### src/rtl/vga_timing_gen_if.sv
`default_nettype none
// ============================================================================
// Module      : vga_timing_gen_if
// Description : Bundle between the VGA timing generator and its consumers.
//               Carries raster coordinates, sync/blank decode, the frame
//               start pulse and the sprite-origin write handshake.
//   master : timing generator side (drives raster and sprite outputs,
//            receives pos_wr/pos_x/pos_y)
//   slave  : consumer / control side (the reverse)
// Revision    : 1.0 - initial release
// ============================================================================
interface vga_timing_gen_if;
  logic [9:0] DrawX;        // horizontal counter 0..H_TOTAL-1
  logic [9:0] DrawY;        // vertical counter 0..V_TOTAL-1
  logic       hs;           // horizontal sync, active-low
  logic       vs;           // vertical sync, active-low
  logic       blank;        // 1 = visible pixel
  logic       sync;         // composite sync, constant 0
  logic       frame_start;  // one-cycle pulse on entry to vertical blanking
  logic       pos_wr;       // sprite origin write strobe
  logic [9:0] pos_x;        // new sprite X
  logic [9:0] pos_y;        // new sprite Y
  logic       pos_busy;     // written origin waiting for commit
  logic [9:0] SpriteX;      // committed sprite X
  logic [9:0] SpriteY;      // committed sprite Y

  modport master (
    output DrawX, DrawY, hs, vs, blank, sync, frame_start,
    output pos_busy, SpriteX, SpriteY,
    input  pos_wr, pos_x, pos_y
  );

  modport slave (
    input  DrawX, DrawY, hs, vs, blank, sync, frame_start,
    input  pos_busy, SpriteX, SpriteY,
    output pos_wr, pos_x, pos_y
  );
endinterface
`default_nettype wire

### src/rtl/vga_timing_gen.sv
`default_nettype none
// ============================================================================
// Module      : vga_timing_gen
// Description : 640x480@60 Hz VGA raster timing generator with a
//               double-buffered sprite origin that commits only at the start
//               of vertical blanking.
// Ports       : vga_clk - pixel clock
//               Reset   - asynchronous active-high reset
//               bus     - vga_timing_gen_if.master (raster outputs, sync and
//                         blank decode, frame_start, sprite origin handshake)
// Options     : VGA_SYNC_ALIGN_EN - when defined, blank is delayed one extra
//               clock and hs/vs two extra clocks to match the downstream
//               sprite ROM read and DAC output register.
// Revision    : 1.0 - initial release
// ============================================================================
module vga_timing_gen #(
  parameter int unsigned H_VIS  = 640,
  parameter int unsigned H_FP   = 16,
  parameter int unsigned H_SYNC = 96,
  parameter int unsigned H_BP   = 48,
  parameter int unsigned V_VIS  = 480,
  parameter int unsigned V_FP   = 10,
  parameter int unsigned V_SYNC = 2,
  parameter int unsigned V_BP   = 33
) (
  input  logic             vga_clk,
  input  logic             Reset,
  vga_timing_gen_if.master bus
);

  localparam int unsigned c_H_TOTAL  = H_VIS + H_FP + H_SYNC + H_BP;
  localparam int unsigned c_V_TOTAL  = V_VIS + V_FP + V_SYNC + V_BP;
  localparam logic [9:0]  c_H_LAST   = 10'(c_H_TOTAL - 1);
  localparam logic [9:0]  c_V_LAST   = 10'(c_V_TOTAL - 1);
  localparam logic [9:0]  c_H_VIS    = 10'(H_VIS);
  localparam logic [9:0]  c_V_VIS    = 10'(V_VIS);
  localparam logic [9:0]  c_HS_BEG   = 10'(H_VIS + H_FP);
  localparam logic [9:0]  c_HS_END   = 10'(H_VIS + H_FP + H_SYNC);
  localparam logic [9:0]  c_VS_BEG   = 10'(V_VIS + V_FP);
  localparam logic [9:0]  c_VS_END   = 10'(V_VIS + V_FP + V_SYNC);

  logic [9:0] hc_q, vc_q;
  logic [9:0] hc_d, vc_d;
  logic       hs_d, vs_d, blank_d, commit_d;
  logic       hs_q, vs_q, blank_q, frame_start_q;
  logic       pend_q;
  logic [9:0] pend_x_q, pend_y_q;
  logic [9:0] sprite_x_q, sprite_y_q;

  // Next-state counters; all decodes use these so the registered sync and
  // blank line up with the registered counters on the same edge.
  always_comb begin
    hc_d = hc_q + 10'd1;
    vc_d = vc_q;
    if (hc_q == c_H_LAST) begin
      hc_d = '0;
      vc_d = (vc_q == c_V_LAST) ? '0 : vc_q + 10'd1;
    end
    hs_d     = !((hc_d >= c_HS_BEG) && (hc_d < c_HS_END));
    vs_d     = !((vc_d >= c_VS_BEG) && (vc_d < c_VS_END));
    blank_d  = (hc_d < c_H_VIS) && (vc_d < c_V_VIS);
    // Entry to vertical blanking: the origin commit point.
    commit_d = (hc_d == '0) && (vc_d == c_V_VIS);
  end

  always_ff @(posedge vga_clk or posedge Reset) begin
    if (Reset) begin
      hc_q          <= '0;
      vc_q          <= '0;
      hs_q          <= 1'b1;
      vs_q          <= 1'b1;
      blank_q       <= 1'b0;
      frame_start_q <= 1'b0;
    end else begin
      hc_q          <= hc_d;
      vc_q          <= vc_d;
      hs_q          <= hs_d;
      vs_q          <= vs_d;
      blank_q       <= blank_d;
      frame_start_q <= commit_d;
    end
  end

  // Sprite origin double buffer. A write landing on the commit edge bypasses
  // the pending buffer so pos_busy never rises for it.
  always_ff @(posedge vga_clk or posedge Reset) begin
    if (Reset) begin
      pend_q     <= 1'b0;
      pend_x_q   <= '0;
      pend_y_q   <= '0;
      sprite_x_q <= '0;
      sprite_y_q <= '0;
    end else if (commit_d) begin
      pend_q <= 1'b0;
      if (bus.pos_wr) begin
        sprite_x_q <= bus.pos_x;
        sprite_y_q <= bus.pos_y;
      end else if (pend_q) begin
        sprite_x_q <= pend_x_q;
        sprite_y_q <= pend_y_q;
      end
    end else if (bus.pos_wr) begin
      pend_q   <= 1'b1;
      pend_x_q <= bus.pos_x;
      pend_y_q <= bus.pos_y;
    end
  end

`ifdef VGA_SYNC_ALIGN_EN
  // blank trails the coordinates by the ROM read; hs/vs additionally by the
  // render output register, so they reach the DAC with the pixel data.
  logic       blank_dly_q;
  logic [1:0] hs_dly_q, vs_dly_q;

  always_ff @(posedge vga_clk or posedge Reset) begin
    if (Reset) begin
      blank_dly_q <= 1'b0;
      hs_dly_q    <= 2'b11;
      vs_dly_q    <= 2'b11;
    end else begin
      blank_dly_q <= blank_q;
      hs_dly_q    <= {hs_dly_q[0], hs_q};
      vs_dly_q    <= {vs_dly_q[0], vs_q};
    end
  end

  assign bus.blank = blank_dly_q;
  assign bus.hs    = hs_dly_q[1];
  assign bus.vs    = vs_dly_q[1];
`else
  assign bus.blank = blank_q;
  assign bus.hs    = hs_q;
  assign bus.vs    = vs_q;
`endif

  assign bus.DrawX       = hc_q;
  assign bus.DrawY       = vc_q;
  assign bus.sync        = 1'b0;
  assign bus.frame_start = frame_start_q;
  assign bus.pos_busy    = pend_q;
  assign bus.SpriteX     = sprite_x_q;
  assign bus.SpriteY     = sprite_y_q;

endmodule
`default_nettype wire

### src/flat_wrapper.sv
// flat-port wrapper written by rule: the top's interface ports become plain ports
module vga_timing_gen_flat 
#(
  parameter int unsigned H_VIS  = 640,
  parameter int unsigned H_FP   = 16,
  parameter int unsigned H_SYNC = 96,
  parameter int unsigned H_BP   = 48,
  parameter int unsigned V_VIS  = 480,
  parameter int unsigned V_FP   = 10,
  parameter int unsigned V_SYNC = 2,
  parameter int unsigned V_BP   = 33
)
  (vga_clk, Reset, bus_DrawX, bus_DrawY, bus_hs, bus_vs, bus_blank, bus_sync, bus_frame_start, bus_pos_busy, bus_SpriteX, bus_SpriteY, bus_pos_wr, bus_pos_x, bus_pos_y);
  vga_timing_gen_if bus_i ();
  input  logic vga_clk;
  input  logic Reset;
  output wire logic [$bits(bus_i.DrawX)-1:0] bus_DrawX;
  output wire logic [$bits(bus_i.DrawY)-1:0] bus_DrawY;
  output wire logic [$bits(bus_i.hs)-1:0] bus_hs;
  output wire logic [$bits(bus_i.vs)-1:0] bus_vs;
  output wire logic [$bits(bus_i.blank)-1:0] bus_blank;
  output wire logic [$bits(bus_i.sync)-1:0] bus_sync;
  output wire logic [$bits(bus_i.frame_start)-1:0] bus_frame_start;
  output wire logic [$bits(bus_i.pos_busy)-1:0] bus_pos_busy;
  output wire logic [$bits(bus_i.SpriteX)-1:0] bus_SpriteX;
  output wire logic [$bits(bus_i.SpriteY)-1:0] bus_SpriteY;
  input wire logic [$bits(bus_i.pos_wr)-1:0] bus_pos_wr;
  input wire logic [$bits(bus_i.pos_x)-1:0] bus_pos_x;
  input wire logic [$bits(bus_i.pos_y)-1:0] bus_pos_y;
  assign bus_DrawX = bus_i.DrawX;
  assign bus_DrawY = bus_i.DrawY;
  assign bus_hs = bus_i.hs;
  assign bus_vs = bus_i.vs;
  assign bus_blank = bus_i.blank;
  assign bus_sync = bus_i.sync;
  assign bus_frame_start = bus_i.frame_start;
  assign bus_pos_busy = bus_i.pos_busy;
  assign bus_SpriteX = bus_i.SpriteX;
  assign bus_SpriteY = bus_i.SpriteY;
  assign bus_i.pos_wr = bus_pos_wr;
  assign bus_i.pos_x = bus_pos_x;
  assign bus_i.pos_y = bus_pos_y;
  vga_timing_gen #(.H_VIS(H_VIS), .H_FP(H_FP), .H_SYNC(H_SYNC), .H_BP(H_BP), .V_VIS(V_VIS), .V_FP(V_FP), .V_SYNC(V_SYNC), .V_BP(V_BP)) u_core (.vga_clk(vga_clk), .Reset(Reset), .bus(bus_i));
endmodule
### config.mk
export PLATFORM = sky130hd
export DESIGN_NAME = vga_timing_gen_flat
export DESIGN_NICKNAME = d
export VERILOG_FILES = /design/src/rtl/vga_timing_gen_if.sv /design/src/rtl/vga_timing_gen.sv /design/src/flat_wrapper.sv
export SDC_FILE = /design/constraint.sdc
export NUM_CORES = 1
export LEC_CHECK = 0
export ABC_AREA = 1
export CORE_UTILIZATION = 55
export DETAILED_ROUTE_END_ITERATION = 12
export PLACE_DENSITY_LB_ADDON = 0.2
export SYNTH_ARGS = -nofsm -noshare
export SYNTH_HDL_FRONTEND = slang
export SYNTH_SLANG_ARGS = --single-unit
### constraint.sdc
create_clock -name vga_clk -period 4.45 [get_ports vga_clk]
set_clock_uncertainty 0.15 [all_clocks]
set_input_delay 0.89 -clock vga_clk [delete_from_list [all_inputs] [get_ports vga_clk]]
set_output_delay 0.89 -clock vga_clk [all_outputs]
set_load 0.01 [all_outputs]
## Word-level counts from Yosys, hierarchy flattened

Cells that the tools add are included.

- Output and inout bits: 46
- Bits of input ports: 23
- Flip-flop bits (word level): 65

- Order comparisons: 6
- Muxes and demuxes: 9
- Reduce and logical (&&, ||, !) cells: 11
- Equal/unequal tests: 3
- Add/subtract/negate cells: 2
- Bitwise logic cells: 1

Operator list:

| operator | number |
|---|---|
| 2-to-1 mux 10 bit | 7 |
| adder 10 x 1 -> 10 bit, second input constant | 2 |
| == test 10 bit, second input constant | 2 |
| less-than comparator 10 bit, second input constant | 2 |
| less-than comparator 10 x 9 -> 1 bit, second input constant | 2 |
| == test 10 x 9 -> 1 bit, second input constant | 1 |
| >= comparator 10 bit, second input constant | 1 |
| >= comparator 10 x 9 -> 1 bit, second input constant | 1 |
| zero test 10 bit | 1 |
| logical AND 1 bit | 4 |
| AND reduction 2 bit | 2 |
| nonzero test 2 bit | 2 |
| zero test 1 bit | 2 |
| 2-to-1 mux 1 bit | 2 |
| inverter 1 bit | 1 |

## Depth between registers and ports, before layout

Gate-level depths: netlist (run 1).

- Depth after elaboration: 7
- Depth in mapped cells: 16
- Gate-level depth less buffers: 15

## Worst setup path before layout (run 1)

Ideal clock, no wire load.

- Path kind: register -> register
- From: reg u_core.hc_q[0] (netlist: u_core.bus.DrawX[0])
- To: reg u_core.sprite_x_q[1] (netlist: u_core.bus.SpriteX[1])
- Data required time: 4.183 ns
- Library setup time: 0.117 ns
- Data arrival time: 1.986 ns
- Period minus slack after synthesis: 2.254 ns
- Buffers on the path: 2
- Path slack: 2.196 ns
- Cell stages (with the launch flop): 13
- Cells stage by stage: dfrtp_1 > ha_1 > nand4_1 > nor2_4 > buf_4 > nand3_1 > nand3_1 > nand2_1 > nor2_2 > nand3_1 > buf_2 > nand2_1 > nand2_1

- Longest elaborated chain between the ends: 5
- Elaborated cells between the ends (all ways): 8
- Those cells by class: add/sub (1); eq/ne (2); mux (2); reduce/logical (3)

Ends and longest elaborated chain:

| item | line | RTL |
|---|---|---|
| start: declaration | vga_timing_gen.sv:42 | `logic [9:0] hc_q, vc_q;` |
| start signal: assignment | vga_timing_gen.sv:68 | `hc_q <= '0;` |
| start signal: assignment | vga_timing_gen.sv:75 | `hc_q <= hc_d;` |
| adder 10 x 1 -> 10 bit / == test 10 bit (equally long branches) | vga_timing_gen.sv:53, vga_timing_gen.sv:55 |  |
| 2-to-1 mux 10 bit | vga_timing_gen.sv:55 | `if (hc_q == c_H_LAST) begin` |
| zero test 10 bit / == test 10 x 9 -> 1 bit (equally long branches) | vga_timing_gen.sv:63 | `commit_d = (hc_d == '0) && (vc_d == c_V_VIS);` |
| logical AND 1 bit (*) | vga_timing_gen.sv:63 |  |
| AND reduction 2 bit (no source line) (*) | -- |  |
| end signal: assignment | vga_timing_gen.sv:96 | `sprite_x_q <= bus.pos_x;` |
| end signal: assignment | vga_timing_gen.sv:99 | `sprite_x_q <= pend_x_q;` |
| end: declaration | vga_timing_gen.sv:48 | `logic [9:0] sprite_x_q, sprite_y_q;` |

Every way passes the cells marked *; elsewhere a longest branch is shown, timed or not.
A chain may end at the register's enable or synchronous reset.

## Worst setup path after layout (run 1)

- From: reg u_core.hc_q[0] (netlist: u_core.bus.DrawX[0])
- To: reg u_core.pend_x_q[9]

- Longest elaborated chain between the ends: 6
- Elaborated cells between the ends (all ways): 9
- Those cells by class: add/sub (1); eq/ne (2); mux (2); bitwise (1); reduce/logical (3)

Ends and longest elaborated chain:

| item | line | RTL |
|---|---|---|
| adder 10 x 1 -> 10 bit / == test 10 bit (equally long branches) | vga_timing_gen.sv:53, vga_timing_gen.sv:55 |  |
| 2-to-1 mux 10 bit | vga_timing_gen.sv:55 |  |
| zero test 10 bit / == test 10 x 9 -> 1 bit (equally long branches) | vga_timing_gen.sv:63 |  |
| logical AND 1 bit (*) | vga_timing_gen.sv:63 |  |
| inverter 1 bit (no source line) (*) | -- |  |
| AND reduction 2 bit (no source line) (*) | -- |  |
| end signal: assignment | vga_timing_gen.sv:104 | `pend_x_q <= bus.pos_x;` |
| end: declaration | vga_timing_gen.sv:47 | `logic [9:0] pend_x_q, pend_y_q;` |

Marked as above.

==> results of run 1 <==
## cells by family after synthesis
logic type      synth area share, %
simple gates                   39.5
flops                          48.7
buf+inv                        7.04
compound gates                 2.85
fa+ha+maj                      1.50
xor+xnor                      0.262
other cells                   0.112
## metal layers
| layer | up-vias | GRT usage, % |
|---|---|---|
| met5 | - | 0 |
| met4 | 0 | 11.1 |
| met3 | 16 | 4.57 |
| met2 | 145 | 42.0 |
| met1 | 1448 | 35.6 |
| li1 | 1552 | - |
## Yosys cell counts (all sizes together)
cell type	count
dfstp	2
nor2	35
a21oi	3
o21ai	5
a21boi	1
nor3	5
conb	1
nand2	196
or2	3
a21o	1
nand3	42
dfrtp	63
nand4	27
ha	4
o21bai	4
buf	15
xor2	1
inv	33
nand3b	1
clkbuf	7
a31oi	1
## worst paths after layout
check	start	endpoint	slack [ns]	depth (start not counted)
max in group asynchronous	Reset	u_core.pend_x_q[5]$_DFFE_PP0P_	2.41	3
worst max-delay path	u_core.bus.DrawX[0]$_DFF_PP0_	u_core.pend_x_q[9]$_DFFE_PP0P_	0.77	13
worst max register to register	u_core.bus.DrawX[0]$_DFF_PP0_	u_core.pend_x_q[9]$_DFFE_PP0P_	0.77	13
worst min register to register	u_core.pend_y_q[8]$_DFFE_PP0P_	u_core.pend_y_q[8]$_DFFE_PP0P_	0.32	2
worst min-delay path	u_core.pend_y_q[8]$_DFFE_PP0P_	u_core.pend_y_q[8]$_DFFE_PP0P_	0.32	2
min in group asynchronous	Reset	u_core.bus.SpriteX[6]$_DFFE_PP0P_	0.88	2
## cell usage in the layout (no fill, tap or decap)
cell,instances
nand4_1,27
clkbuf_1,1
nor2_2,2
nand2_1,195
a21oi_1,3
nand3b_1,1
nand2_2,1
nor2_1,31
clkinv_2,4
inv_2,2
clkdlybuf4s50_1,67
o21ai_2,1
conb_1,1
buf_4,3
nor2_4,2
nand3_1,42
or2_2,3
o21ai_1,4
xor2_1,1
a21o_1,1
inv_1,31
o21bai_1,4
dfrtp_1,63
dfstp_2,2
a21boi_0,1
clkbuf_8,9
a31oi_1,1
ha_1,4
nor3_1,5
clkinvlp_4,2
## power by group
part | switching, uW | internal, uW
registers | 8.69 | 607
clock network | 229 | 198
logic | 46.6 | 34.0
total | 285 | 839
## sequential cells by signal, indices dropped and copies added, names as in the netlist, 10 cells and up
signal / flops
u_core.bus.SpriteY: 10
u_core.pend_y_q: 10
u_core.bus.SpriteX: 10
u_core.bus.DrawY: 10
u_core.bus.DrawX: 10
u_core.pend_x_q: 10
## through the flow
stage / util, % / power (uW) / std cells / area [sq um] / worst slack, ns
floorplan: - / 674 / 450 / 3340 / 1.79
global placement: 68.3 / 705 / 573 / 4020 / 0.950
detailed placement: 68.3 / 708 / 573 / 4020 / 0.848
CTS: 71.0 / 1130 / 589 / 4180 / 0.802
global route: 71.0 / 1170 / 589 / 4180 / 0.330
finish: 71.0 / 1120 / 589 / 4180 / 0.770
## layout make-up
cell class                      instances  area [sq um]  area share, %
Clock buffer                           10           128           3.05
Tap cell                               75          93.8           2.24
Inverter                               33           124           2.96
Timing Repair Buffer                   70           693           16.6
Multi-Input combinational cell        330          1480           35.3
Clock inverter                          6          35.0          0.838
Sequential cell                        65          1630           39.0
## worst max-delay path, stage by stage (launching register included)
cell,delay [ns]
dfrtp_1,0.44
ha_1,0.24
nand2_1,0.10
nor2_2,0.13
nand3_1,0.32
o21ai_1,0.24
nand2_1,0.09
nor2_1,0.12
nand2_1,0.12
nor2_4,0.46
nand2_2,0.38
nand2_1,0.61
nand2_1,0.13
nand2_1,0.08
==> impl_metrics.toml, run 1 <==
[grt]
grt-ovfl-total = 0
grt_max_degree = 44
grt_pass1_wl_mm = 12.8
grt_pass1_vias = 2735
grt_usage_pct = 26.4
antenna_found_initial = 0

[cts]
cts.htree.levels = 3
cts_resized = 0
cts-root-buf = "clkbuf_8"
cts_hold_repair.buffers = 0
cts_tree = "done"
cts.sinks = 65
postCtsSetupRepairBufs = 0
cts_max_path_buffers = 2
clock_latency_ns = 0.34
path_clk_slew_ns = 0.07
cts_made_buffers = 9

[worst_setup_path]
crit_required_ns = 4.59
worstPathMaxFanout = 23
path_class = "reg -> reg"
start_kind = "flop"
arrival_ns = 3.82
endpoint_kind = "flop"

[route]
ant_nets = 0
viasPerCell = 5.37
dr.pass1.iters = 6
wl_mm = 7.75
met2_length_mm = 3.80
routed.top_layer = "met4"
wl_met1_mm = 3.31
drc = 0
drt_iter0_markers = 201
num_vias = 3161
avgRoutedWirePerCell_microns = 13.2
routed-wl-met3_microns = 489

[floorplanning]
initial_core_util_pct = 56.8
die_x_microns = 80.0
fp.dieH_microns = 80.0
rows = 28
die-area_sq_um = 6390
ioPinCount = 69
core_sq_um = 5890

[synth]
ys_warn_count = 0
syn_avg_cell_area_sq_um = 7.43
ys_seq_area_share_pct = 48.7
netlist_instances = 450
yosys_register_bits = 65
yosysTopAreaCellShare_pct = 47.2
yosys-top-cells-area = "dfrtp_1, nand2_1, nand3_1"
synth_cell_type_count = 28
syn_area_sq_um = 3340
syn-num-nets = 477
yosys.area.top_type = "dfrtp_1"

[place]
dpl.hpwl_mm = 5.45
gp_congestion = 0.864
io_buffers = 67

[sta]
hold_slack_ns = 0.324
slew_viol_final = 0
setup-violations-final = 0
min_period_ns = 3.68
worst_slew_margin_rel_pct = 43.7
worst_slew_pin_slew_ns = 0.844
fin_crit_sh_pct = 82.7
finalHoldViolCount = 0
fmax_mhz = 272
rsz0062_at_grt = "no"
fin_setup_tns_ns = 0

[cells_and_area]
fin_nets = 536
fillCellCount = 515
syn_to_final_growth_pct = 25.1
drive_above_1_share_pct = 6.03
n_antenna_cell = 0

[job]
drv_cap = 0

[power_and_ir_drop]
p_per_area_nw_per_um2 = 269
p_leak_uw = 0.00218
ir_drop_mv = 0.223

[status]
outcome = "finished clean"

[hold_path]
hold_class = "reg -> reg"
Power figures use the tool's default switching activity.
==> run 2: changes to the inputs <==
- CORE_UTILIZATION: 55 -> 51
- clock period: 4.45 -> 3.6 ns (I/O delays scaled with it)
==> run 2 against run 1 <==
  * Clock power rose by 42%
  * Utilization fell by 4.3 points
  * Critical path depth unchanged
  * Sequential share of layout area fell by 0.54 points
  * Flip-flop and latch count is the same
  * Global-route usage shrank 1.9 points
  * Worst setup slack worse by 0.13 ns
  * Via count down 0.98%
  * Largest cell class unchanged
==> impl_metrics.toml, run 2 (synthesis results as in run 1) <==
[status]
outcome = "finished clean"

[job]
drv_cap = 0

[cts]
path_clk_slew_ns = 0.07
postCtsSetupRepairBufs = 0
cts_resized = 0
cts_tree = "done"
cts.sinks = 65
cts.htree.levels = 3
cts_max_path_buffers = 2
cts_hold_repair.buffers = 0
cts-root-buf = "clkbuf_8"
clock_latency_ns = 0.33
cts_made_buffers = 9

[cells_and_area]
drive_above_1_share_pct = 6.37
syn_to_final_growth_pct = 26.8
final_common_cell = "nand2_1"
n_antenna_cell = 0
fin_nets = 540
final_cell_mix = "nand2_1, clkdlybuf4s50_1, dfrtp_1, nand3_1"
design_area_sq_um = 4240

[route]
wl_met1_mm = 3.45
viasPerCell = 5.26
routed-wl-met3_microns = 361
met2_length_mm = 3.70
dr.pass1.iters = 5
drt_iter0_markers = 235
ant_nets = 0
num_vias = 3130
avgRoutedWirePerCell_microns = 12.9
wl_mm = 7.66
drc = 0
routed.top_layer = "met4"

[floorplanning]
fp.dieH_microns = 83.0
die-area_sq_um = 6880
core_sq_um = 6350
initial_core_util_pct = 52.6
die_x_microns = 83.0
rows = 29
ioPinCount = 69

[worst_setup_path]
start_kind = "flop"
worstPathMaxFanout = 20
endpoint_kind = "flop"
rr_endpoint = "u_core.pend_y_q[5]$_DFFE_PP0P_"
regToRegSetupSlack_ns = 0.64
path_class = "reg -> reg"
reg2reg_depth = 13
crit_required_ns = 3.72
worstReg2RegStart = "u_core.bus.DrawX[0]$_DFF_PP0_"
arrival_ns = 3.08

[sta]
finalHoldViolCount = 0
rsz0062_at_grt = "no"
worst_slew_margin_rel_pct = 46.3
min_period_ns = 2.96
setup-violations-final = 0
hold_slack_ns = 0.323
fin_crit_sh_pct = 82.1
fin_setup_tns_ns = 0
worst_slew_pin_slew_ns = 0.805
slew_viol_final = 0
fmax_mhz = 338

[power_and_ir_drop]
fin_total_pwr_uw = 1460
p_per_area_nw_per_um2 = 345
p_leak_uw = 0.00222
ir_drop_mv = 0.254

[place]
io_buffers = 67
placed_area_sq_um = 4050
gp_congestion = 0.867
dpl.hpwl_mm = 5.39

[hold_path]
hold_class = "reg -> reg"
min_path_cells = 2
hp-start = "u_core.bus.SpriteY[6]$_DFFE_PP0P_"
holdPathEnd = "u_core.bus.SpriteY[6]$_DFFE_PP0P_"

[grt]
grt_pass1_wl_mm = 13.7
grt_pass1_vias = 2952
grt_usage_pct = 24.5
grt-ovfl-total = 0
grt_max_degree = 66
antenna_found_initial = 0
run 2: changes by cell type in the layout (fill, tap and decap cells not counted):
cell and delta:
bufinv_16 +1, buf_4 +4, clkinvlp_4 -2, clkbuf_1 +2, clkinv_2 -2, clkbuf_8 +1
run 2: layer usage:
metal  track usage [%]  up-vias
li1                  -     1558
met1              32.9     1443
met2              38.8      112
met3              4.37       17
met4              10.8        0
met5                 0        -
run 2: critical path: stages, from the launching register on:
cell and delay (ns):
dfrtp_1 0.42, ha_1 0.22, nand2_1 0.10, nor2_2 0.15, nand3_1 0.34, o21bai_1 0.26, nand2_1 0.09, nor2_1 0.11
nand2_1 0.12, nor2_4 0.15, nand2_2 0.06, nand2_1 0.51, nand2_1 0.12, nand2_1 0.09
run 2: per-stage QoR:
stage | worst slack, ns | utilization (%) | instances
floorplan | 1.11 | - | 450
global placement | 0.751 | 63.8 | 579
detailed placement | 0.645 | 63.8 | 579
CTS | 0.634 | 66.8 | 595
global route | 0.241 | 66.8 | 595
finish | 0.644 | 66.8 | 595
run 2: how the worst max path moves through the flow:
stage / from / to / slack [ns] / depth (start not counted)
floorplan: Reset / u_core.bus.DrawX[0]$_DFF_PP0_ / 1.11 / 1
global placement: u_core.bus.DrawX[0]$_DFF_PP0_ / u_core.pend_x_q[3]$_DFFE_PP0P_ / 0.75 / 13
detailed placement: u_core.bus.DrawX[0]$_DFF_PP0_ / u_core.pend_y_q[5]$_DFFE_PP0P_ / 0.65 / 13
CTS: u_core.bus.DrawX[0]$_DFF_PP0_ / u_core.pend_y_q[5]$_DFFE_PP0P_ / 0.63 / 13
global route: u_core.bus.DrawX[0]$_DFF_PP0_ / u_core.pend_x_q[3]$_DFFE_PP0P_ / 0.24 / 13
finish: u_core.bus.DrawX[0]$_DFF_PP0_ / u_core.pend_y_q[5]$_DFFE_PP0P_ / 0.64 / 13
run 2: report_power, final:
part	internal, uW	switching [uW]	leakage (uW)
logic	42.0	56.7	0.00128
registers	750	11.1	0.000841
clock network	338	267	0.0000974
total	1130	335	0.00222
run 2: final cells by class:
cell class | count | area [sq um]
fill | 543 | 2110
timing repair buffer | 74 | 723
clock buffer | 13 | 149
sequential | 65 | 1630
multi-input combinational | 330 | 1480
clock inverter | 3 | 40.0
tap | 77 | 96.3
inverter | 33 | 124
